## src/rtl/pipe_pkg.sv

```systemverilog
// Shared fetch-pipeline definitions: widths, PC step and the prefetch
// queue entry layout {instr, pc_plus4}.
package pipe_pkg;

  localparam int XLEN_DEF = 32;
  localparam int INSTR_W  = 32;
  localparam int PC_STEP  = 4;

  // Queue entry at the default address width. The prefetch unit packs its
  // queue words in this same field order for any XLEN.
  typedef struct packed {
    logic [INSTR_W-1:0]  instr;
    logic [XLEN_DEF-1:0] pc_plus4;
  } fetch_entry_t;

endpackage

```

## src/rtl/if_fetch_fifo.sv

```systemverilog
// Prefetch instruction queue: power-of-two circular buffer with
// push/pop/flush and an occupancy count. Read data is forced to zero while
// the queue is empty so downstream never sees stale words.
module if_fetch_fifo #(
  parameter int DEPTH = 4,
  parameter int WIDTH = 64,
  localparam int AW = $clog2(DEPTH),
  localparam int CW = $clog2(DEPTH) + 1
) (
  input  logic             clk_i,
  input  logic             rst_n,
  input  logic             push_i,
  input  logic [WIDTH-1:0] wdata_i,
  input  logic             pop_i,
  input  logic             flush_i,
  output logic [WIDTH-1:0] rdata_o,
  output logic             empty_o,
  output logic [CW-1:0]    count_o
);

  logic [WIDTH-1:0] mem_q [DEPTH];
  logic [AW-1:0]    wr_ptr_q, wr_ptr_d;
  logic [AW-1:0]    rd_ptr_q, rd_ptr_d;
  logic [CW-1:0]    count_q, count_d;
  logic             do_push;
  logic             do_pop;

  assign do_push = push_i && !flush_i && (count_q != CW'(DEPTH));
  assign do_pop  = pop_i && !flush_i && (count_q != '0);

  // Next-state for pointers and occupancy; flush discards everything.
  always_comb begin
    wr_ptr_d = wr_ptr_q;
    rd_ptr_d = rd_ptr_q;
    count_d  = count_q;
    if (flush_i) begin
      wr_ptr_d = '0;
      rd_ptr_d = '0;
      count_d  = '0;
    end else begin
      if (do_push) wr_ptr_d = wr_ptr_q + AW'(1);
      if (do_pop)  rd_ptr_d = rd_ptr_q + AW'(1);
      count_d = count_q + CW'(do_push) - CW'(do_pop);
    end
  end

  // Pointer and count registers.
  always_ff @(posedge clk_i or negedge rst_n) begin
    if (!rst_n) begin
      wr_ptr_q <= '0;
      rd_ptr_q <= '0;
      count_q  <= '0;
    end else begin
      wr_ptr_q <= wr_ptr_d;
      rd_ptr_q <= rd_ptr_d;
      count_q  <= count_d;
    end
  end

  // Storage needs no reset: it is only visible through the empty gating.
  always_ff @(posedge clk_i) begin
    if (do_push) mem_q[wr_ptr_q] <= wdata_i;
  end

  assign empty_o = (count_q == '0);
  assign count_o = count_q;
  assign rdata_o = empty_o ? '0 : mem_q[rd_ptr_q];

endmodule

```

## src/rtl/if_prefetch_unit.sv

```systemverilog
// Instruction-fetch prefetch unit. Issues word fetches ahead of IF/ID under
// a credit limit (queued + in-flight < DEPTH), buffers in-order responses in
// if_fetch_fifo and handles redirects by flushing the queue and discarding
// responses still in flight.
// Optional build macro IF_PERF_CNT_EN enables the stall/flush performance
// counters; without it both counter ports are tied to zero.
//
// Handshakes: a fetch transfers on a cycle with imem_req_o && imem_gnt_i; a
// response is a single-cycle imem_rvalid_i pulse, in request order; an
// instruction leaves the queue on a cycle with out_valid_o && out_ready_i
// (ignored while redirect_i is high). out_valid_o never depends on
// out_ready_i.
module if_prefetch_unit
  import pipe_pkg::*;
#(
  parameter int               XLEN     = XLEN_DEF,
  parameter int               DEPTH    = 4,
  parameter logic [XLEN-1:0]  RESET_PC = '0
) (
  input  logic               clk_i,
  input  logic               rst_n,
  output logic               imem_req_o,
  output logic [XLEN-1:0]    imem_addr_o,
  input  logic               imem_gnt_i,
  input  logic               imem_rvalid_i,
  input  logic [INSTR_W-1:0] imem_rdata_i,
  input  logic               redirect_i,
  input  logic [XLEN-1:0]    redirect_pc_i,
  output logic               out_valid_o,
  input  logic               out_ready_i,
  output logic [INSTR_W-1:0] out_instr_o,
  output logic [XLEN-1:0]    out_pc_plus4_o,
  output logic [31:0]        perf_stall_cnt_o,
  output logic [31:0]        perf_flush_cnt_o
);

  localparam int CW = $clog2(DEPTH) + 1;
  localparam int EW = INSTR_W + XLEN;

  logic [XLEN-1:0] fetch_pc_q, fetch_pc_d;  // next address to request
  logic [XLEN-1:0] resp_pc_q, resp_pc_d;    // address of next kept response
  logic [CW-1:0]   outst_q, outst_d;        // granted, not yet answered
  logic [CW-1:0]   discard_q, discard_d;    // in-flight responses to drop
  logic [CW-1:0]   fifo_count;
  logic [CW:0]     in_flight;
  logic [EW-1:0]   fifo_wdata;
  logic [EW-1:0]   fifo_rdata;
  logic            fifo_empty;
  logic            grant;
  logic            drop;
  logic            push;
  logic            pop;

  // Credits count both queued and in-flight words, so the queue cannot
  // overflow. Reset gating keeps the request low while rst_n is asserted.
  assign in_flight  = {1'b0, fifo_count} + {1'b0, outst_q};
  assign imem_req_o = rst_n && !redirect_i && (in_flight < (CW+1)'(DEPTH));
  assign grant      = imem_req_o && imem_gnt_i;
  assign drop       = imem_rvalid_i && (redirect_i || (discard_q != '0));
  assign push       = imem_rvalid_i && !drop;
  assign pop        = out_valid_o && out_ready_i && !redirect_i;
  assign fifo_wdata = {imem_rdata_i, resp_pc_q + XLEN'(PC_STEP)};

  // Fetch/response PC tracking and in-flight bookkeeping. On redirect every
  // response still outstanding after this cycle becomes a discard, which
  // also covers discards left over from an earlier redirect.
  always_comb begin
    fetch_pc_d = fetch_pc_q;
    resp_pc_d  = resp_pc_q;
    outst_d    = outst_q + CW'(grant) - CW'(imem_rvalid_i);
    discard_d  = discard_q;
    if (redirect_i) begin
      fetch_pc_d = redirect_pc_i;
      resp_pc_d  = redirect_pc_i;
      discard_d  = outst_q - CW'(imem_rvalid_i);
    end else begin
      if (grant) fetch_pc_d = fetch_pc_q + XLEN'(PC_STEP);
      if (push)  resp_pc_d  = resp_pc_q + XLEN'(PC_STEP);
      if (drop)  discard_d  = discard_q - CW'(1);
    end
  end

  // Fetch state registers.
  always_ff @(posedge clk_i or negedge rst_n) begin
    if (!rst_n) begin
      fetch_pc_q <= RESET_PC;
      resp_pc_q  <= RESET_PC;
      outst_q    <= '0;
      discard_q  <= '0;
    end else begin
      fetch_pc_q <= fetch_pc_d;
      resp_pc_q  <= resp_pc_d;
      outst_q    <= outst_d;
      discard_q  <= discard_d;
    end
  end

  if_fetch_fifo #(
    .DEPTH (DEPTH),
    .WIDTH (EW)
  ) u_fifo (
    .clk_i   (clk_i),
    .rst_n   (rst_n),
    .push_i  (push),
    .wdata_i (fifo_wdata),
    .pop_i   (pop),
    .flush_i (redirect_i),
    .rdata_o (fifo_rdata),
    .empty_o (fifo_empty),
    .count_o (fifo_count)
  );

  assign imem_addr_o    = fetch_pc_q;
  assign out_valid_o    = !fifo_empty;
  assign out_instr_o    = fifo_rdata[EW-1:XLEN];
  assign out_pc_plus4_o = fifo_rdata[XLEN-1:0];

`ifdef IF_PERF_CNT_EN
  logic [31:0] stall_cnt_q, stall_cnt_d;
  logic [31:0] flush_cnt_q, flush_cnt_d;

  // Saturating event counters: IF/ID stall cycles and redirect cycles.
  always_comb begin
    stall_cnt_d = stall_cnt_q;
    flush_cnt_d = flush_cnt_q;
    if (out_valid_o && !out_ready_i && (stall_cnt_q != '1))
      stall_cnt_d = stall_cnt_q + 32'd1;
    if (redirect_i && (flush_cnt_q != '1))
      flush_cnt_d = flush_cnt_q + 32'd1;
  end

  // Counter registers.
  always_ff @(posedge clk_i or negedge rst_n) begin
    if (!rst_n) begin
      stall_cnt_q <= '0;
      flush_cnt_q <= '0;
    end else begin
      stall_cnt_q <= stall_cnt_d;
      flush_cnt_q <= flush_cnt_d;
    end
  end

  assign perf_stall_cnt_o = stall_cnt_q;
  assign perf_flush_cnt_o = flush_cnt_q;
`else
  assign perf_stall_cnt_o = '0;
  assign perf_flush_cnt_o = '0;
`endif

endmodule

```

## config.mk

```make
export PLATFORM = sky130hd
export DESIGN_NAME = if_prefetch_unit
export DESIGN_NICKNAME = d
export VERILOG_FILES = /design/src/rtl/pipe_pkg.sv /design/src/rtl/if_fetch_fifo.sv /design/src/rtl/if_prefetch_unit.sv
export SDC_FILE = /design/constraint.sdc
export NUM_CORES = 1
export LEC_CHECK = 0
export BUFFER_PORTS_ARGS = -buffer_cell sky130_fd_sc_hd__buf_2
export CORE_ASPECT_RATIO = 1.5
export CORE_MARGIN = 5
export CORE_UTILIZATION = 57
export DETAILED_ROUTE_END_ITERATION = 10
export PLACE_DENSITY_LB_ADDON = 0.3
export RECOVER_POWER = 25
export SLEW_MARGIN = 5
export SYNTH_ARGS = -nofsm -noshare
export SYNTH_HDL_FRONTEND = slang
export SYNTH_SLANG_ARGS = --single-unit
```

## constraint.sdc

```tcl
create_clock -name clk_i -period 4.35 [get_ports clk_i]
set_clock_uncertainty 0.1 [all_clocks]
set_input_delay 0.6525 -clock clk_i [delete_from_list [all_inputs] [get_ports clk_i]]
set_output_delay 0.6525 -clock clk_i [all_outputs]
set_load 0.02 [all_outputs]
```

==> results of run 1 <==
-- cell families (layout without fill, tap and decap cells) --
group | count (synthesis) | in the layout | share of synthesized area, %
AO/OA/AOI/OAI | 85 | 85 | 3.65
XOR/XNOR | 71 | 71 | 4.21
adder cells (fa/ha/maj) | 18 | 18 | 1.62
buffers and inverters | 132 | 264 | 5.01
flip-flops | 333 | 333 | 65.0
multiplexers | 72 | 72 | 10.3
other | 1 | 64 | 0.0254
AND/OR/NAND/NOR | 277 | 277 | 10.1
-- layout make-up --
class                           count  area share [%]
Timing Repair Buffer              183            6.00
Sequential cell                   333            57.4
Clock inverter                     13           0.747
Multi-Input combinational cell    587            27.9
Clock buffer                       41            4.83
Tap cell                          333            2.49
Inverter                           27           0.605
-- state kept, by name, summed over array words and instances (netlist names) --
register,count
u_fifo.mem_q,256
imem_addr_o,32
resp_pc_q,32
discard_q,3
outst_q,3
u_fifo.count_o,3
u_fifo.rd_ptr_q,2
u_fifo.wr_ptr_q,2
-- worst register-to-register path, stage by stage, from the launching register on --
cell and delay [ns]:
dfrtp_1 0.42, ha_1 0.31, or4b_4 0.53, nor4b_4 0.21
buf_4 0.27, inv_2 0.18, ha_1 0.32, inv_1 0.04
ha_1 0.19, fa_1 0.38, xnor2_1 0.19, xnor2_1 0.14
-- cell usage after synthesis, types with 6 or more instances --
| library cell | count |
|---|---|
| o211ai_1 | 17 |
| nor2_1 | 27 |
| ha_1 | 16 |
| edfxtp_1 | 256 |
| mux4_2 | 64 |
| inv_1 | 25 |
| clkbuf_1 | 32 |
| o21ai_0 | 41 |
| nand3_1 | 37 |
| buf_4 | 64 |
| nand4_1 | 24 |
| nand2_1 | 70 |
| and2_1 | 75 |
| mux2_2 | 6 |
| xnor2_1 | 32 |
| dfrtp_1 | 77 |
| and3_1 | 9 |
| xor2_1 | 39 |
| nor3_1 | 7 |
-- layer usage --
layer  track usage [%]  wire length (microns)  part of all wire, %
met5                 0                      0                    0
met4              4.24                    458                  1.6
met3              2.42                   1710                  5.9
met2              35.6                  15300                   53
met1              25.9                  11600                   40
-- worst paths after layout --
check,cells past startpoint,end,start,slack (ns)
max,12,outst_q[2],rst_n,0.83
min,3,imem_addr_o[25],redirect_pc_i[25],0.25
max reg2reg,11,outst_q[2],outst_q[2],1.01
min reg2reg,1,imem_addr_o[31],imem_addr_o[31],0.40
max in group asynchronous,3,resp_pc_q[20],rst_n,2.04
min in group asynchronous,2,u_fifo.count_o[1],rst_n,0.43
-- per-stage QoR --
step,setup WS [ns],instance area [sq um]
after global placement,0.847,15900
after CTS,0.826,16800
after global routing,0.664,16700
final,0.830,16700
after detailed placement,0.824,15900
after floorplan,0.762,15000
-- report_power, final --
part | internal [W] | switching, W
sequential | 0.00364 | 0.000179
combinational | 0.000939 | 0.00130
clock | 0.00142 | 0.00108
total | 0.00600 | 0.00256
==> flow_summary.json, run 1 <==
{
  "crit_buf_inv": 5,
  "synthTopCellsByArea": "edfxtp_1 52%, dfrtp_1 13%, mux4_2 9.7%",
  "grt_use_total_pct": 19.8,
  "wl_per_cell_microns": 19.2,
  "crit_path_end_kind": "register",
  "yosysUniqueCellTypes": 49,
  "numCtsBuffers": 29,
  "max_stage_delay_ns": 0.53,
  "clock.fmax_ghz": 0.284,
  "seqCellArea_sq_mm": 0.00962,
  "worstPathArrival_ns": 3.87,
  "synthFlopType": "edfxtp_1",
  "fin_crit_sh_pct": 80.9,
  "first_iter_violations": 541,
  "cpLargestDelayFamily": "buffers and inverters",
  "final_cells": 1517,
  "vias": 8426,
  "gp_congestion": 0.896,
  "synth-seq-cells": 333,
  "core_sq_mm": 0.0257,
  "multiInputGateArea_sq_mm": 0.00467,
  "synthToLayoutAreaGrowth_pct": 13.3,
  "cp_data_required_time_ns": 4.70,
  "ios": 232,
  "clock_latency_ns": 0.54,
  "finalSetupViolCount": 0,
  "grt_setup_unrepaired": "false",
  "total_power_w": 0.00856,
  "power_leakage_nw": 6.15,
  "synthCells": 989,
  "status": "finished clean",
  "clock_path_buffers": 3,
  "slew_viol_final": 0,
  "ys_seq_area_share_pct": 65.0,
  "max-cap-violations": 0,
  "powerDensity_mw_per_mm2": 511,
  "cp_cell_sequence": "dlygate4sd3_1 > buf_4 > or4b_4 > nor4b_4 > buf_4 > inv_2 > ha_1 > inv_1 > ha_1 > fa_1 > xnor2_1 > xnor2_1",
  "hold_path.class": "input port to register",
  "antenna_found_initial": 0,
  "fillers": 1924,
  "critPathLaunchType": "input port",
  "grt_pass1_vias": 8578,
  "synth_edf_count": 256,
  "avgSynthCellArea_sq_um": 15.0,
  "post-dp-hpwl_microns": 19700,
  "cp_slowest_cell": "dlygate4sd3_1",
  "cts_tree": "done",
  "placedCellCount": 1462,
  "slew_headroom_pct": 2.88,
  "peakVddDrop_mv": 0.352,
  "tightest_slew_ns": 1.46,
  "grt_max_degree": 68,
  "row_count": 72,
  "overflow": 0,
  "ys_async_sr_fraction_pct": 23.1,
  "grt_first_pass_wirelength_microns": 46300,
  "period_minus_slack_ns": 3.52,
  "initial_core_util_pct": 57.6,
  "final_cell_mix": "256 x edfxtp_1, 133 x buf_2, 75 x dfrtp_1",
  "synth_area_leader_cell": "edfxtp_1",
  "num-nets-final": 1249,
  "drive_above_1_share_pct": 23.7,
  "hold_violations": 0,
  "final_common_cell": "edfxtp_1",
  "fin_util_pct": 65.2,
  "cts_hold_buffers": 1,
  "die_w_microns": 142,
  "dieArea_sq_mm": 0.0293,
  "syn_area_sq_mm": 0.0148,
  "clkSlewWorstSetupHoldPaths_ns": 0.07,
  "whs_ns": 0.253,
  "ctsResizeCount": 0,
  "clock-root-buffer": "clkbuf_16",
  "tns_ns": 0,
  "routed_via_density": 5.55,
  "drtAntennaViolNets": 0,
  "yosys_warnings": 0,
  "synth_top_area_share_pct": 52.0,
  "cts_max_level": 1,
  "clock-sinks": 333,
  "wl_microns": 29100,
  "path_max_fanout": 19,
  "diodes": 0,
  "die_h_microns": 207,
  "cts_setup_buffers": 0,
  "crit_type": "input port to register",
  "drc": 0,
  "portBuffers": 167,
  "drtPass1Iterations": 5
}
(Power assumes the default switching activity.)
==> run 2, diff against run 1 <==
- ABC_AREA: default -> 1
- CORE_UTILIZATION: 57 -> 58
- clock period: 4.35 -> 3.4 ns (I/O delays scaled with it)
==> run 2 against run 1 <==
The flow now finishes with violations (max-capacitance violations, max-slew violations). Wire length rose by 25%. Global-route usage up 4.0 points. Synthesized area is 6.6% higher. Sequential cell count is the same. Setup slack got worse by 0.52 ns. Die area rose by 4.5%. Clock-buffer cell count decreased by 8. Largest power group unchanged.
==> flow_summary.json, run 2 <==
{
  "synthCells": 1625,
  "ys_seq_area_share_pct": 61.0,
  "antenna_found_initial": 0,
  "core_sq_mm": 0.0270,
  "ios": 232,
  "drc": 0,
  "die_h_microns": 212,
  "num-nets-final": 1865,
  "portBuffers": 167,
  "crit_type": "register to output pin",
  "tightest_slew_ns": 1.64,
  "clock-root-buffer": "clkbuf_16",
  "cts_max_level": 1,
  "multiInputGateArea_sq_mm": 0.00523,
  "regMostFlops": "u_fifo.mem_q",
  "cts_tree": "done",
  "grt_use_total_pct": 23.8,
  "grt_first_pass_wirelength_microns": 57600,
  "hold_path.class": "input port to register",
  "synthTopCellsByArea": "edfxtp_1 49%, dfrtp_1 12%, nor2_1 8.1%",
  "syn_area_sq_mm": 0.0158,
  "synth_top_area_share_pct": 48.8,
  "synthToLayoutAreaGrowth_pct": 11.6,
  "period_minus_slack_ns": 3.09,
  "hold_violations": 0,
  "max-cap-violations": 1,
  "initial_core_util_pct": 58.3,
  "synth_area_leader_cell": "edfxtp_1",
  "synthTopCellsByCount": "339 x nor2_1, 302 x nand2_1, 256 x edfxtp_1",
  "row_count": 74,
  "grt_max_degree": 95,
  "drive_above_1_share_pct": 13.3,
  "synth_edf_count": 256,
  "dpl_cell_area_sq_mm": 0.0167,
  "critPathLaunchType": "register",
  "fin_crit_sh_pct": 91.0,
  "largest_register_ffs": 256,
  "vias": 11500,
  "power_leakage_nw": 7.17,
  "synthFlopType": "edfxtp_1",
  "finalSetupViolCount": 0,
  "yosysMostFrequentCell": "nor2_1",
  "clkSlewWorstSetupHoldPaths_ns": 0.07,
  "ys_async_sr_fraction_pct": 23.1,
  "first_iter_violations": 759,
  "grt_setup_unrepaired": "false",
  "fillers": 2159,
  "violations": "max-capacitance violations, max-slew violations",
  "wl_microns": 36500,
  "total_power_w": 0.0115,
  "dieArea_sq_mm": 0.0306,
  "post-dp-hpwl_microns": 23500,
  "drtAntennaViolNets": 0,
  "fin_util_pct": 65.1,
  "clock_path_buffers": 3,
  "numCtsBuffers": 30,
  "routed_via_density": 5.37,
  "yosys_warnings": 0,
  "status": "complete, but fails checks",
  "cp_data_required_time_ns": 2.79,
  "slew_viol_final": 38,
  "final_area_sq_mm": 0.0176,
  "yosysUniqueCellTypes": 40,
  "die_w_microns": 145,
  "crit_path_end_kind": "output pin",
  "drtPass1Iterations": 5,
  "gp_congestion": 0.962,
  "path_max_fanout": 39,
  "final_cell_mix": "335 x nor2_1, 302 x nand2_1, 256 x edfxtp_1",
  "final_common_cell": "nor2_1",
  "synth-seq-cells": 333,
  "wl_per_cell_microns": 17.0,
  "clock.fmax_ghz": 0.323,
  "clock-sinks": 333,
  "overflow": 0,
  "peakVddDrop_mv": 0.439,
  "powerDensity_mw_per_mm2": 654,
  "ctsResizeCount": 0,
  "avgSynthCellArea_sq_um": 9.70,
  "grt_pass1_vias": 11200,
  "slew_headroom_pct": -9.10,
  "dp_slack_ns": 0.819,
  "worstPathArrival_ns": 2.48,
  "clock_latency_ns": 0.56,
  "diodes": 0,
  "seqCellArea_sq_mm": 0.00962,
  "fin_ws_ns": 0.308
}
-- run 2: path summary, 6_finish.rpt --
kind / startpoint / endpoint / slack [ns] / cells after the start
setup / recovery: u_fifo.rd_ptr_q[0] / out_pc_plus4_o[9] / 0.31 / 6
hold / removal: redirect_pc_i[1] / resp_pc_q[1] / 0.09 / 3
setup reg to reg: u_fifo.count_o[1] / outst_q[2] / 0.82 / 11
hold reg to reg: imem_addr_o[0] / imem_addr_o[0] / 0.40 / 2
max in group asynchronous: rst_n / u_fifo.rd_ptr_q[0] / 1.54 / 3
min in group asynchronous: rst_n / imem_addr_o[0] / 0.25 / 2
-- run 2: repair_timing --
action                    CTS  global route
hold buffers                1             0
setup buffers               0             0
hold endpoints to repair    4             0
-- run 2: cell type report --
type	instances	area share (%)
Clock inverter	21	0.768
Tap cell	342	2.43
Clock buffer	33	4.45
Multi-Input combinational cell	1123	29.7
Timing Repair Buffer	185	5.76
Inverter	104	2.23
Sequential cell	333	54.7
-- run 2: kinds of logic (layout without fill, tap and decap cells) --
group,Yosys count,count (layout),share of synthesized area [%]
AND/OR/NAND/NOR,771,771,20.2
flip-flops,333,333,61.0
adder cells (fa/ha/maj),18,18,1.52
other,1,64,0.0238
XOR/XNOR,26,26,1.59
AO/OA/AOI/OAI,244,244,8.10
buffers and inverters,232,343,7.59
-- run 2: critical path: stages (launching register included) --
cell and delay [ns]:
dfrtp_4 0.62, buf_4 0.46, nor2_1 0.10, nor2_1 0.12
o21ai_0 0.10, a21oi_1 0.28, buf_2 0.23
-- run 2: where the power goes --
part / total, W / switching, W / internal, W
logic: 0.00332 / 0.00236 / 0.000967
registers: 0.00502 / 0.000291 / 0.00473
clock network: 0.00316 / 0.00143 / 0.00173
-- run 2: metal layers --
| metal | track usage (%) | wire length (microns) | vias up |
|---|---|---|---|
| met5 | 0 | 0 | - |
| met4 | 9.69 | 1440 | 0 |
| met3 | 2.73 | 2330 | 83 |
| met2 | 42.2 | 18700 | 395 |
| met1 | 29.4 | 14100 | 5433 |
| li1 | - | - | 5588 |
-- run 2: per-stage QoR --
step	hold WS (ns)	instances	TNS, ns
2_1_floorplan	0.114	1688	-238.97
3_3_place_gp	0.220	2086	0
3_5_place_dp	0.220	2086	0
4_1_cts	0.0399	2141	0
5_1_grt	0.0781	2141	0
6_report	0.0934	2141	0
